## config.mk

```make
export PLATFORM = sky130hd
export DESIGN_NAME = alu_exec_unit
export DESIGN_NICKNAME = d
export VERILOG_FILES = /design/src/rtl/alu_pkg.sv /design/src/rtl/add_sub32.sv /design/src/rtl/alu_exec_unit.sv
export SDC_FILE = /design/constraint.sdc
export NUM_CORES = 1
export LEC_CHECK = 0
export CELL_PAD_IN_SITES_DETAIL_PLACEMENT = 1
export CELL_PAD_IN_SITES_GLOBAL_PLACEMENT = 2
export CORE_MARGIN = 5
export CORE_UTILIZATION = 32
export CTS_CLUSTER_DIAMETER = 150
export CTS_CLUSTER_SIZE = 30
export DETAILED_ROUTE_END_ITERATION = 10
export PLACE_DENSITY_LB_ADDON = 0.15
export SKIP_LAST_GASP = 1
export SLEW_MARGIN = 10
export SYNTH_ARGS = -nofsm -noshare
export SYNTH_HDL_FRONTEND = slang
export SYNTH_SLANG_ARGS = --single-unit
```

## constraint.sdc

```tcl
create_clock -name clock -period 3.8 [get_ports clock]
set_clock_uncertainty 0.05 [all_clocks]
set_input_delay 0.38 -clock clock [delete_from_list [all_inputs] [get_ports clock]]
set_output_delay 0.38 -clock clock [all_outputs]
set_load 0.01 [all_outputs]
```

## src/rtl/alu_pkg.sv

```systemverilog
// Shared definitions for the ALU execution unit.
//   - default operand / shift-amount widths
//   - bit positions of the one-hot ctrl_sig op select
//   - FSM state encoding
//   - one-hot legality helper
package alu_pkg;

  localparam int DATA_W_DEF  = 32;
  localparam int SHAMT_W_DEF = 5;
  localparam int NUM_OPS     = 6;

  // ctrl_sig bit positions
  localparam int OP_ADD = 0;
  localparam int OP_SUB = 1;
  localparam int OP_AND = 2;
  localparam int OP_OR  = 3;
  localparam int OP_SLL = 4;
  localparam int OP_SRA = 5;

  typedef enum logic [1:0] {
    ST_IDLE  = 2'd0,
    ST_SHIFT = 2'd1,
    ST_DONE  = 2'd2
  } alu_state_e;

  // True when exactly one bit of the op select is set.
  function automatic logic is_onehot(input logic [NUM_OPS-1:0] v);
    int n;
    n = 0;
    for (int i = 0; i < NUM_OPS; i++)
      if (v[i]) n++;
    return (n == 1);
  endfunction

endpackage

```

## src/rtl/add_sub32.sv

```systemverilog
// Combinational adder/subtractor with signed-overflow detection.
// Ports:
//   i_a, i_b  : operands
//   i_sub     : 0 = a+b, 1 = a-b
//   o_sum     : result modulo 2^DATA_W
//   o_ovf     : two's-complement overflow
module add_sub32
  import alu_pkg::*;
#(
  parameter int DATA_W = DATA_W_DEF
) (
  input  logic [DATA_W-1:0] i_a,
  input  logic [DATA_W-1:0] i_b,
  input  logic              i_sub,
  output logic [DATA_W-1:0] o_sum,
  output logic              o_ovf
);

  logic [DATA_W-1:0] w_b;
  logic              w_sa, w_sb, w_sr;

  // Subtract as a + ~b + 1.
  assign w_b   = i_sub ? ~i_b : i_b;
  assign o_sum = i_a + w_b + {{(DATA_W-1){1'b0}}, i_sub};

  assign w_sa = i_a[DATA_W-1];
  assign w_sb = i_b[DATA_W-1];
  assign w_sr = o_sum[DATA_W-1];

  // ADD: like signs in, different sign out.
  // SUB: unlike signs in, result sign differs from a.
  assign o_ovf = i_sub ? ((w_sa != w_sb) && (w_sr != w_sa))
                       : ((w_sa == w_sb) && (w_sr != w_sa));

endmodule

```

## src/rtl/alu_exec_unit.sv

```systemverilog
// ALU execution unit: single-issue, valid/ready handshake on both sides.
// ADD/SUB/AND/OR and zero-distance shifts complete in one cycle; SLL/SRA
// with a non-zero amount shift one bit per cycle. Illegal (non one-hot)
// op selects complete in one cycle with err=1.
// Ports:
//   clock, reset_n          : clock, async active-low reset
//   in_valid / in_ready     : request handshake
//   ctrl_sig                : one-hot op select
//   data_a, data_b, shamt   : operands and shift amount
//   out_valid / out_ready   : result handshake
//   result, isNotEqual, isLessThan, overflow, err : registered outputs
module alu_exec_unit
  import alu_pkg::*;
#(
  parameter int DATA_W  = DATA_W_DEF,
  parameter int SHAMT_W = SHAMT_W_DEF
) (
  input  logic               clock,
  input  logic               reset_n,
  input  logic               in_valid,
  output logic               in_ready,
  input  logic [5:0]         ctrl_sig,
  input  logic [DATA_W-1:0]  data_a,
  input  logic [DATA_W-1:0]  data_b,
  input  logic [SHAMT_W-1:0] shamt,
  output logic               out_valid,
  input  logic               out_ready,
  output logic [DATA_W-1:0]  result,
  output logic               isNotEqual,
  output logic               isLessThan,
  output logic               overflow,
  output logic               err
);

  alu_state_e         r_state, w_state_nxt;
  logic [DATA_W-1:0]  r_result, r_shreg;
  logic [SHAMT_W-1:0] r_cnt;
  logic               r_sra;
  logic               r_ne, r_lt, r_ovf, r_err;

  logic               w_legal, w_go_shift;
  logic [DATA_W-1:0]  w_sum, w_res, w_shift_nxt;
  logic               w_ovf_as;
  logic               w_ne, w_lt, w_ov, w_err;

  add_sub32 #(.DATA_W(DATA_W)) u_add_sub (
    .i_a   (data_a),
    .i_b   (data_b),
    .i_sub (ctrl_sig[OP_SUB]),
    .o_sum (w_sum),
    .o_ovf (w_ovf_as)
  );

  assign w_legal    = is_onehot(ctrl_sig);
  assign w_go_shift = w_legal && (ctrl_sig[OP_SLL] || ctrl_sig[OP_SRA]) &&
                      (shamt != '0);

  // Single-cycle result and flags; shifts with non-zero distance take the
  // iterative path and only borrow the (all-zero) flags from here.
  always_comb begin
    w_res = '0;
    w_ne  = 1'b0;
    w_lt  = 1'b0;
    w_ov  = 1'b0;
    w_err = 1'b0;
    if (!w_legal) begin
      w_err = 1'b1;
    end else if (ctrl_sig[OP_ADD] || ctrl_sig[OP_SUB]) begin
      w_res = w_sum;
      w_ov  = w_ovf_as;
      if (ctrl_sig[OP_SUB]) begin
        w_ne = |w_sum;
        w_lt = w_sum[DATA_W-1] ^ w_ovf_as;
      end
    end else if (ctrl_sig[OP_AND]) begin
      w_res = data_a & data_b;
    end else if (ctrl_sig[OP_OR]) begin
      w_res = data_a | data_b;
    end else begin
      w_res = data_a;  // SLL/SRA by zero
    end
  end

  assign w_shift_nxt = r_sra ? {r_shreg[DATA_W-1], r_shreg[DATA_W-1:1]}
                             : {r_shreg[DATA_W-2:0], 1'b0};

  // Next-state
  always_comb begin
    w_state_nxt = r_state;
    case (r_state)
      ST_IDLE:  if (in_valid) w_state_nxt = w_go_shift ? ST_SHIFT : ST_DONE;
      ST_SHIFT: if (r_cnt == SHAMT_W'(1)) w_state_nxt = ST_DONE;
      ST_DONE:  if (out_ready) w_state_nxt = ST_IDLE;
      default:  w_state_nxt = ST_IDLE;
    endcase
  end

  always_ff @(posedge clock or negedge reset_n) begin
    if (!reset_n) r_state <= ST_IDLE;
    else          r_state <= w_state_nxt;
  end

  // Datapath. Result is written only when entering DONE, so it holds
  // through DONE regardless of input activity.
  always_ff @(posedge clock or negedge reset_n) begin
    if (!reset_n) begin
      r_result <= '0;
      r_shreg  <= '0;
      r_cnt    <= '0;
      r_sra    <= 1'b0;
      r_ne     <= 1'b0;
      r_lt     <= 1'b0;
      r_ovf    <= 1'b0;
      r_err    <= 1'b0;
    end else begin
      case (r_state)
        ST_IDLE: begin
          if (in_valid) begin
            r_ne  <= w_ne;
            r_lt  <= w_lt;
            r_ovf <= w_ov;
            r_err <= w_err;
            if (w_go_shift) begin
              r_shreg <= data_a;
              r_cnt   <= shamt;
              r_sra   <= ctrl_sig[OP_SRA];
            end else begin
              r_result <= w_res;
            end
          end
        end
        ST_SHIFT: begin
          r_shreg <= w_shift_nxt;
          r_cnt   <= r_cnt - SHAMT_W'(1);
          if (r_cnt == SHAMT_W'(1)) r_result <= w_shift_nxt;
        end
        default: ;
      endcase
    end
  end

  assign in_ready   = (r_state == ST_IDLE);
  assign out_valid  = (r_state == ST_DONE);
  assign result     = r_result;
  assign isNotEqual = r_ne;
  assign isLessThan = r_lt;
  assign overflow   = r_ovf;
  assign err        = r_err;

endmodule

```

==> impl_metrics.csv, run 1 <==
group,metric,value,unit
place,placed_cell_area,9640,sq um
drt,drc_errors,0,
yosys,synth_commonest_cells,"nand2_1, nor2_1, a21oi_1",
sta,max_freq,266,MHz
floorplanning,die_width,156,um
critical_path,cp.required,3.96,ns
critical_path,crit_fanout,3,
floorplanning,ios,117,
job,cap_violations,0,
cells_and_area,postLayoutCellArea,10400,sq um
global_routing,grt_pass1_vias,8299,
yosys,yosysTopAreaCellShare,27.7,%
drt,dr_wl_met2,14000,um
yosys,yosysSeqAreaShare,27.7,%
yosys,syn_avg_cell_area,8.23,sq um
critical_path,worst_ep_arrival_time,3.92,ns
yosys,synth_area_leaders,"dfrtp_1, ha_1, mux2i_1",
cells_and_area,final_nets,1238,
yosys,syn_inst,833,
critical_path,startpoint_type,"input port",
global_routing,antenna_found_initial,0,
drt,num_vias,7571,
drt,wl,28300,um
drt,first_pass_iters,5,
cells_and_area,stdcell_count,1394,
drt,via_per_inst,5.43,
cts,h-tree-depth,3,
cells_and_area,layout-drive-gt1-share,27.0,%
cts,clk_pin_slew,0.06,ns
global_routing,grt_usage,22.9,%
critical_path,reg2reg_from,"r_state[0]$_DFFE_PN0P_",
global_routing,grt_max_degree,77,
sta,rsz0062_at_grt,"true",
sta,hold_viol,0,
critical_path,max_stage_delay,0.56,ns
sta,min_period,3.75,ns
worst_hold_path,min_path_type,"input port to async pin",
critical_path,endpoint_kind,"flop",
drt,wl_met3,1070,um
cts,cts_tree,"done",
drt,top_layer,"met4",
cts,insertion_delay,0.35,ns
yosys,yosys_warnings,0,
cells_and_area,insertedDiodeCount,0,
cells_and_area,area_growth,52.0,%
drt,met1Wirelength,12700,um
sta,slew_headroom,30.2,%
sta,timing.hold.ws,0.172,ns
yosys,synth_edf_count,0,
yosys,synth_area,6860,sq um
floorplanning,die_area,24500,sq um
critical_path,r2r-end,"isNotEqual$_DFFE_PN0P_",
critical_path,setup.worst_path.start,"data_b[10]",
floorplanning,core_region_area,21100,sq um
place,io_buffers,116,
cts,root_buffer,"clkbuf_16",
sta,fin_crit_sh,98.8,%
power,powerDensity,543,nW/um^2
place,place_inst,1357,
power,peakVddDrop,0.000270,V
critical_path,critPathKind,"input port to flop",
critical_path,slowest_stage,"or4b_4",
sta,tightest_slew,1.05,ns
place,dp_hpwl,21100,um
global_routing,grt_pass1_wl,44800,um
status,status,"complete, no violations",
cells_and_area,final_util,49.4,%
sta,setup_violations,0,
floorplanning,start_util,32.5,%
yosys,synth.distinct_cells,68,
global_routing,gr-total-overflow,0,
cts,cts_buffers,9,
yosys,synthesis.nets,956,
power,power_leakage,4.39,nW
sta,tns,0,ns
critical_path,cp_cell_sequence,"clkdlybuf4s50_1, xor2_1, ha_1, nand4_1, or2_0, o211a_4, buf_4, nor3b_2, o2111ai_1, nand2_1, a21oi_1, or4b_4, nor4b_2, a32oi_1",
critical_path,regToRegSetupSlack,0.65,ns
drt,postRouteAntennaNets,0,
yosys,synthFlopType,"dfrtp_1",
place,gp_congestion,0.830,
cts,clock_sinks,76,
yosys,yosysMostFrequentCell,"nand2_1",
drt,drt_iter0_markers,282,
floorplanning,std_cell_rows,53,
critical_path,r2r_cells,11,
drt,routedWlPerCell,20.3,um
sta,drv_slew,0,
yosys,synth_top_area_cell,"dfrtp_1",
floorplanning,die_h,156,um
yosys,synth-seq-cells,76,
cts,ctsLongestPathBuffers,2,
cells_and_area,fillCellCount,2519,
yosys,ys_async_sr_fraction,100,%
-- metrics by stage --
step,power (mW),setup slack [ns]
2_1_floorplan,3.09,-0.0932
3_3_place_gp,4.47,-0.505
3_5_place_dp,4.59,-0.649
4_1_cts,5.55,0.00872
5_1_grt,6.05,-0.142
6_report,5.66,0.0459
-- report_power, final --
part	switching, mW	internal [mW]
Combinational	1.58	1.69
Clock	0.363	0.472
Sequential	0.354	1.21
Total	2.29	3.37
-- layer usage --
| layer | vias up | track usage (%) |
|---|---|---|
| met4 | 0 | 5.95 |
| met2 | 155 | 39.9 |
| met3 | 32 | 3.24 |
| met5 | - | 0 |
| met1 | 3773 | 29.7 |
| li1 | 3611 | - |
-- how the worst max path moves through the flow --
stage                                        end  depth (start not counted)
final                     isNotEqual$_DFFE_PN0P_                         14
after global routing      isNotEqual$_DFFE_PN0P_                         14
after CTS                 r_shreg[3]$_DFFE_PN0P_                         20
after detailed placement    r_cnt[3]$_DFFE_PN0P_                         20
after global placement      r_cnt[3]$_DFFE_PN0P_                         20
after floorplan             r_cnt[0]$_DFFE_PN0P_                         22
-- state kept, by name, indices dropped and copies added, names as in the netlist --
name / cells
err: 1
isLessThan: 1
isNotEqual: 1
overflow: 1
r_cnt: 5
r_shreg: 32
r_sra: 1
r_state: 2
result: 32
-- critical path, delay by kind of cell --
kind / cells / cell delay [ns]
AND/OR/NAND/NOR: 6 / 1.67
AO/OA/AOI/OAI: 4 / 0.69
buffers and inverters: 2 / 0.66
adder cells (fa/ha/maj): 1 / 0.31
XOR/XNOR: 1 / 0.20
-- area by class of cell --
class	count	area [sq um]	area share, %
multi-input cells	688	4950	47.5
clock inverters	4	25.0	0.240
well taps	275	344	3.30
flip-flops and latches	76	1900	18.2
clock buffers	11	253	2.42
repair buffers	321	2880	27.6
inverters	19	73.8	0.708
-- cell families (layout without fill, tap and decap cells) --
| logic type | after synthesis | in the layout | synth area share, % |
|---|---|---|---|
| DFF | 76 | 76 | 27.7 |
| adders and majority gates | 44 | 44 | 8.14 |
| buffers and inverters | 69 | 355 | 4.05 |
| muxes | 66 | 66 | 10.0 |
| xor gates and xnor gates | 68 | 68 | 8.91 |
| AOI/OAI and AO/OA | 272 | 272 | 25.8 |
| and+or+nand+nor | 238 | 238 | 15.4 |
-- placed cells by master (no fill, tap or decap), types with 16 or more instances in the layout --
cell type / Yosys / routed
a21oi_1: 77 / 73
a31oi_1: 32 / 32
buf_4: 3 / 189
clkdlybuf4s50_1: 0 / 111
dfrtp_1: 76 / 76
ha_1: 43 / 41
inv_1: 19 / 17
mux2_2: 19 / 19
mux2i_1: 46 / 43
nand2_1: 98 / 95
nor2_1: 78 / 70
o211ai_1: 31 / 31
o21ai_0: 54 / 36
o21ai_1: 2 / 20
o21bai_1: 16 / 16
xnor2_1: 24 / 22
xor2_1: 43 / 39
-- what timing repair did --
action                     CTS  global route
setup buffers                8            13
cloned                       3             0
setup endpoints to repair   72            72
hold buffers                 0             0
pin swaps                   15            16
gates resized for setup     17            64
Note: power is estimated with default switching activity, not from simulation.
==> run 2: changes to the inputs <==
Settings changed: SLEW_MARGIN 10 to 20.
==> run 2 against run 1 <==
Against the previous run: cell area is essentially flat; worst setup slack gained 0.0012 ns; maximum frequency is essentially flat; count of clock-buffer cells in the layout is the same.
==> impl_metrics.csv, run 2 (synthesis gave the netlist of run 1 again) <==
group,metric,value,unit
status,status,"complete, no violations",
global_routing,gr-total-overflow,0,
job,cap_violations,0,
cts,clk_pin_slew,0.06,ns
drt,wl,28300,um
global_routing,antenna_found_initial,0,
cts,cts_buffers,9,
sta,drv_slew,0,
sta,setup_violations,0,
cts,cts_tree,"done",
global_routing,grt_pass1_vias,8299,
sta,max_freq,266,MHz
drt,drt_iter0_markers,282,
cells_and_area,final_util,49.4,%
place,dp_hpwl,21100,um
critical_path,endpoint_kind,"flop",
critical_path,crit_fanout,3,
sta,hold_viol,0,
cells_and_area,layout-drive-gt1-share,27.0,%
cells_and_area,postLayoutCellArea,10400,sq um
sta,rsz0062_at_grt,"true",
sta,min_period,3.75,ns
power,powerDensity,543,nW/um^2
place,gp_congestion,0.830,
floorplanning,ios,117,
floorplanning,std_cell_rows,53,
cells_and_area,area_growth,52.1,%
place,dp_slack,-0.649,ns
floorplanning,die_width,156,um
global_routing,grt.met2_usage,39.9,%
global_routing,top_usage_layer,"met2",
floorplanning,start_util,32.5,%
power,peakVddDrop,0.000270,V
power,power.total,5.66,mW
power,power_leakage,4.39,nW
critical_path,r2r_cells,11,
cells_and_area,final_cell_mix,"buf_4, clkdlybuf4s50_1, nand2_1, dfrtp_1, a21oi_1",
place,io_buffers,116,
sta,slew_headroom,35.9,%
cells_and_area,insertedDiodeCount,0,
worst_hold_path,min_path_type,"input port to async pin",
drt,via_per_inst,5.43,
global_routing,grt_usage,22.9,%
critical_path,cp.required,3.96,ns
drt,routedWlPerCell,20.3,um
cells_and_area,final_nets,1238,
global_routing,grt_max_degree,77,
critical_path,r2r-end,"isNotEqual$_DFFE_PN0P_",
drt,drc_errors,0,
cts,ctsLongestPathBuffers,2,
global_routing,use_met3,3.24,%
cells_and_area,final_common_cell,"buf_4",
sta,fin_crit_sh,98.8,%
drt,num_vias,7571,
critical_path,reg2reg_from,"r_state[0]$_DFFE_PN0P_",
sta,setup_slack,0.0471,ns
floorplanning,die_area,24500,sq um
drt,postRouteAntennaNets,0,
cts,clock_sinks,76,
global_routing,grt_pass1_wl,44800,um
drt,first_pass_iters,5,
critical_path,regToRegSetupSlack,0.65,ns
critical_path,worst_ep_arrival_time,3.92,ns
global_routing,gr-usage-met1,29.7,%
cts,h-tree-depth,3,
cts,root_buffer,"clkbuf_16",
cts,insertion_delay,0.35,ns
critical_path,critPathKind,"input port to flop",
floorplanning,die_h,156,um
critical_path,startpoint_type,"input port",
sta,tightest_slew,0.960,ns
place,placed_cell_area,9640,sq um
floorplanning,core_region_area,21100,sq um
[run 2: changes by cell type in the layout (fill, tap and decap cells not counted)]
cell,before,now
buf_6,6,7
buf_4,189,188
[run 2: cell type report]
class	count	area [sq um]
Clock buffer	11	253
Inverter	19	73.8
Sequential cell	76	1900
Timing Repair Buffer	321	2880
Tap cell	275	344
Fill cell	2519	10700
Multi-Input combinational cell	688	4950
Clock inverter	4	25.0
[run 2: worst max path at each step]
stage                            from                     end  slack (ns)  cells past startpoint
after CTS                 ctrl_sig[2]  r_shreg[3]$_DFFE_PN0P_       0.009                     20
after floorplan           ctrl_sig[1]    r_cnt[0]$_DFFE_PN0P_       -0.09                     22
after global placement    ctrl_sig[0]    r_cnt[3]$_DFFE_PN0P_       -0.51                     20
after global routing        data_a[0]  isNotEqual$_DFFE_PN0P_       -0.14                     14
final                      data_b[10]  isNotEqual$_DFFE_PN0P_        0.05                     14
after detailed placement  ctrl_sig[0]    r_cnt[3]$_DFFE_PN0P_       -0.65                     20
[run 2: power breakdown]
part	total [mW]	switching (mW)	internal, mW
Combinational	3.26	1.58	1.69
Clock	0.835	0.363	0.472
Sequential	1.56	0.355	1.21
[run 2: stage by stage]
| stage | setup TNS [ns] | hold slack (ns) | cells |
|---|---|---|---|
| CTS | 0 | 0.207 | 1382 |
| global placement | -31.00 | 0.416 | 1357 |
| finish | 0 | 0.0329 | 1394 |
| floorplan | -2.68 | 0.0344 | 833 |
| global route | -1.41 | 0.0868 | 1394 |
| detailed placement | -36.11 | 0.425 | 1357 |
[run 2: worst max-delay path, cell delays in order]
cell and delay (ns):
clkdlybuf4s50_1 0.53, xor2_1 0.20, ha_1 0.31, nand4_1 0.14
or2_0 0.25, o211a_4 0.28, buf_4 0.13, nor3b_2 0.33
o2111ai_1 0.18, nand2_1 0.17, a21oi_1 0.10, or4b_4 0.56
nor4b_2 0.22, a32oi_1 0.13
[run 2: metal layers]
layer / routed length (um) / vias to the layer above
li1: - / 3611
met1: 12800 / 3776
met2: 14000 / 152
met3: 1050 / 32
met4: 442 / 0
met5: 0 / -
[run 2: what timing repair did]
item | in CTS | in global routing
resized for setup | 17 | 64
pin swaps | 15 | 16
gates cloned | 3 | 0
endpoints found under the setup margin | 72 | 72
hold buffers | 0 | 0
buffers inserted | 8 | 13
==> run 3: changes to the inputs <==
Settings changed: CORE_UTILIZATION 32 to 35, HOLD_SLACK_MARGIN set to 0.08.
Clock period 3.8 ns to 4.8 ns, I/O delays scaled along.
==> run 3 against run 2 <==
Against the previous run: routed wire length fell by 10%; count of clock-buffer cells in the layout did not move; sequential share of layout area rose by 3.9 points; global-route usage barely moved; critical path depth rose by 8; largest cell class unchanged; largest power group unchanged; highest routed layer unchanged.
==> impl_metrics.csv, run 3 (synthesis gave the netlist of run 1 again) <==
group,metric,value,unit
status,status,"complete, no violations",
global_routing,grt_usage,22.9,%
critical_path,regToRegSetupSlack,1.54,ns
cells_and_area,layout-drive-gt1-share,7.10,%
critical_path,worst_ep_arrival_time,4.51,ns
cells_and_area,register_area,1900,sq um
cts,cts_resized,0,
cells_and_area,final_common_cell,"clkdlybuf4s50_1",
critical_path,r2r_cells,10,
drt,routedWlPerCell,21.3,um
critical_path,cp.required,5.01,ns
sta,max_freq,233,MHz
place,dp_hpwl,19000,um
drt,first_pass_iters,5,
cts,cts_buffers,9,
floorplanning,die_width,150,um
sta,fin_crit_sh,89.5,%
sta,min_period,4.29,ns
floorplanning,std_cell_rows,51,
place,io_buffers,116,
sta,tns,0,ns
floorplanning,core_region_area,19400,sq um
global_routing,grt_max_degree,77,
place,gp_congestion,0.872,
global_routing,antenna_found_initial,0,
sta,timing.hold.ws,0.146,ns
cells_and_area,fillCellCount,2333,
critical_path,endpoint_kind,"flop",
global_routing,grt_pass1_wl,40700,um
global_routing,grt_pass1_vias,7332,
cells_and_area,final_util,44.3,%
drt,via_per_inst,5.65,
worst_hold_path,min_path_type,"input port to async pin",
cts,clk_pin_slew,0.06,ns
drt,drt_iter0_markers,369,
floorplanning,start_util,35.3,%
sta,hold_viol,0,
drt,wl,25400,um
cells_and_area,stdcell_count,1194,
floorplanning,die_h,150,um
cells_and_area,insertedDiodeCount,0,
cells_and_area,area_growth,25.3,%
drt,postRouteAntennaNets,0,
sta,slew_headroom,39.9,%
critical_path,reg2reg_from,"r_state[1]$_DFFE_PN0P_",
sta,drv_slew,0,
critical_path,r2r-end,"isNotEqual$_DFFE_PN0P_",
cts,root_buffer,"clkbuf_16",
critical_path,startpoint_type,"input port",
drt,num_vias,6750,
cts,clock_sinks,76,
critical_path,critPathKind,"input port to flop",
sta,rsz0062_at_grt,"false",
cts,insertion_delay,0.35,ns
cts,ctsHoldBuffers,0,
floorplanning,ios,117,
floorplanning,die_area,22500,sq um
cells_and_area,final_nets,1049,
job,cap_violations,0,
place,place_inst,1180,
cts,h-tree-depth,3,
power,powerDensity,469,nW/um^2
cells_and_area,final_cell_mix,"clkdlybuf4s50_1, nand2_1, nor2_1, a21oi_1, dfrtp_1",
global_routing,gr-total-overflow,0,
drt,drc_errors,0,
sta,setup_violations,0,
cts,ctsLongestPathBuffers,2,
cts,cts_tree,"done",
cells_and_area,multi_input_area,4700,sq um
critical_path,crit_fanout,32,
power,power_leakage,3.35,nW
power,power.total,4.03,mW
cts,cts_setup_buffers,0,
power,peakVddDrop,0.000227,V
sta,tightest_slew,0.902,ns
## run 3: cell count changes in the layout (fill, tap and decap cells not counted), sizes merged
cell / before / now
clkdlybuf4s50: 111 / 114
dlymetal6s2s: 1 / 0
dlygate4sd2: 1 / 0
clkbuf: 12 / 11
bufinv: 0 / 1
buf: 207 / 18
clkinvlp: 2 / 0
## run 3: worst max-delay path by stage
| stage | slack, ns | cells past startpoint | endpoint | from |
|---|---|---|---|---|
| final | 0.51 | 22 | result[10]$_DFFE_PN0P_ | ctrl_sig[0] |
| after global routing | 0.20 | 20 | r_shreg[23]$_DFFE_PN0P_ | ctrl_sig[0] |
| after CTS | 0.49 | 22 | result[4]$_DFFE_PN0P_ | ctrl_sig[0] |
| after detailed placement | 0.13 | 20 | r_shreg[14]$_DFFE_PN0P_ | ctrl_sig[0] |
| after global placement | 0.32 | 14 | isNotEqual$_DFFE_PN0P_ | data_b[0] |
| after floorplan | 0.26 | 22 | r_cnt[0]$_DFFE_PN0P_ | ctrl_sig[1] |
## run 3: routing by layer
layer	routed length, um	GRT usage, %
met1	12200	31.1
met2	12000	38.4
met3	830	2.85
met4	368	6.36
met5	0	0
## run 3: power by group
group	switching, mW	leakage [nW]	total, mW	internal [mW]
Combinational	1.10	2.29	2.09	0.991
Sequential	0.297	0.924	1.25	0.955
Clock	0.293	0.135	0.689	0.396
Total	1.69	3.35	4.03	2.34
## run 3: cell type report
class	count	share of cell area, %
Multi-Input combinational cell	688	54.7
Inverter	19	0.830
Sequential cell	76	22.1
Timing Repair Buffer	132	15.3
Tap cell	265	3.86
Clock buffer	11	2.71
Clock inverter	3	0.466
## run 3: worst max-delay path: stages
cell	delay [ns]
clkdlybuf4s50_1	0.49
inv_1	0.05
ha_2	0.30
xor2_1	0.17
ha_1	0.29
nand2_1	0.06
o31ai_1	0.10
ha_1	0.29
nand2b_1	0.16
and2_1	0.16
ha_1	0.17
nand2_1	0.08
xnor2_1	0.15
a311o_1	0.16
a22oi_2	0.10
buf_4	0.17
nand2_1	0.06
nand3_1	0.12
a21oi_4	0.44
buf_12	0.26
nor2_1	0.06
a31oi_1	0.16
## run 3: stage by stage
step	instance area [sq um]	setup slack (ns)
after floorplan	6860	0.265
after global placement	8310	0.322
after detailed placement	8310	0.129
after CTS	8590	0.487
after global routing	8590	0.203
final	8590	0.506
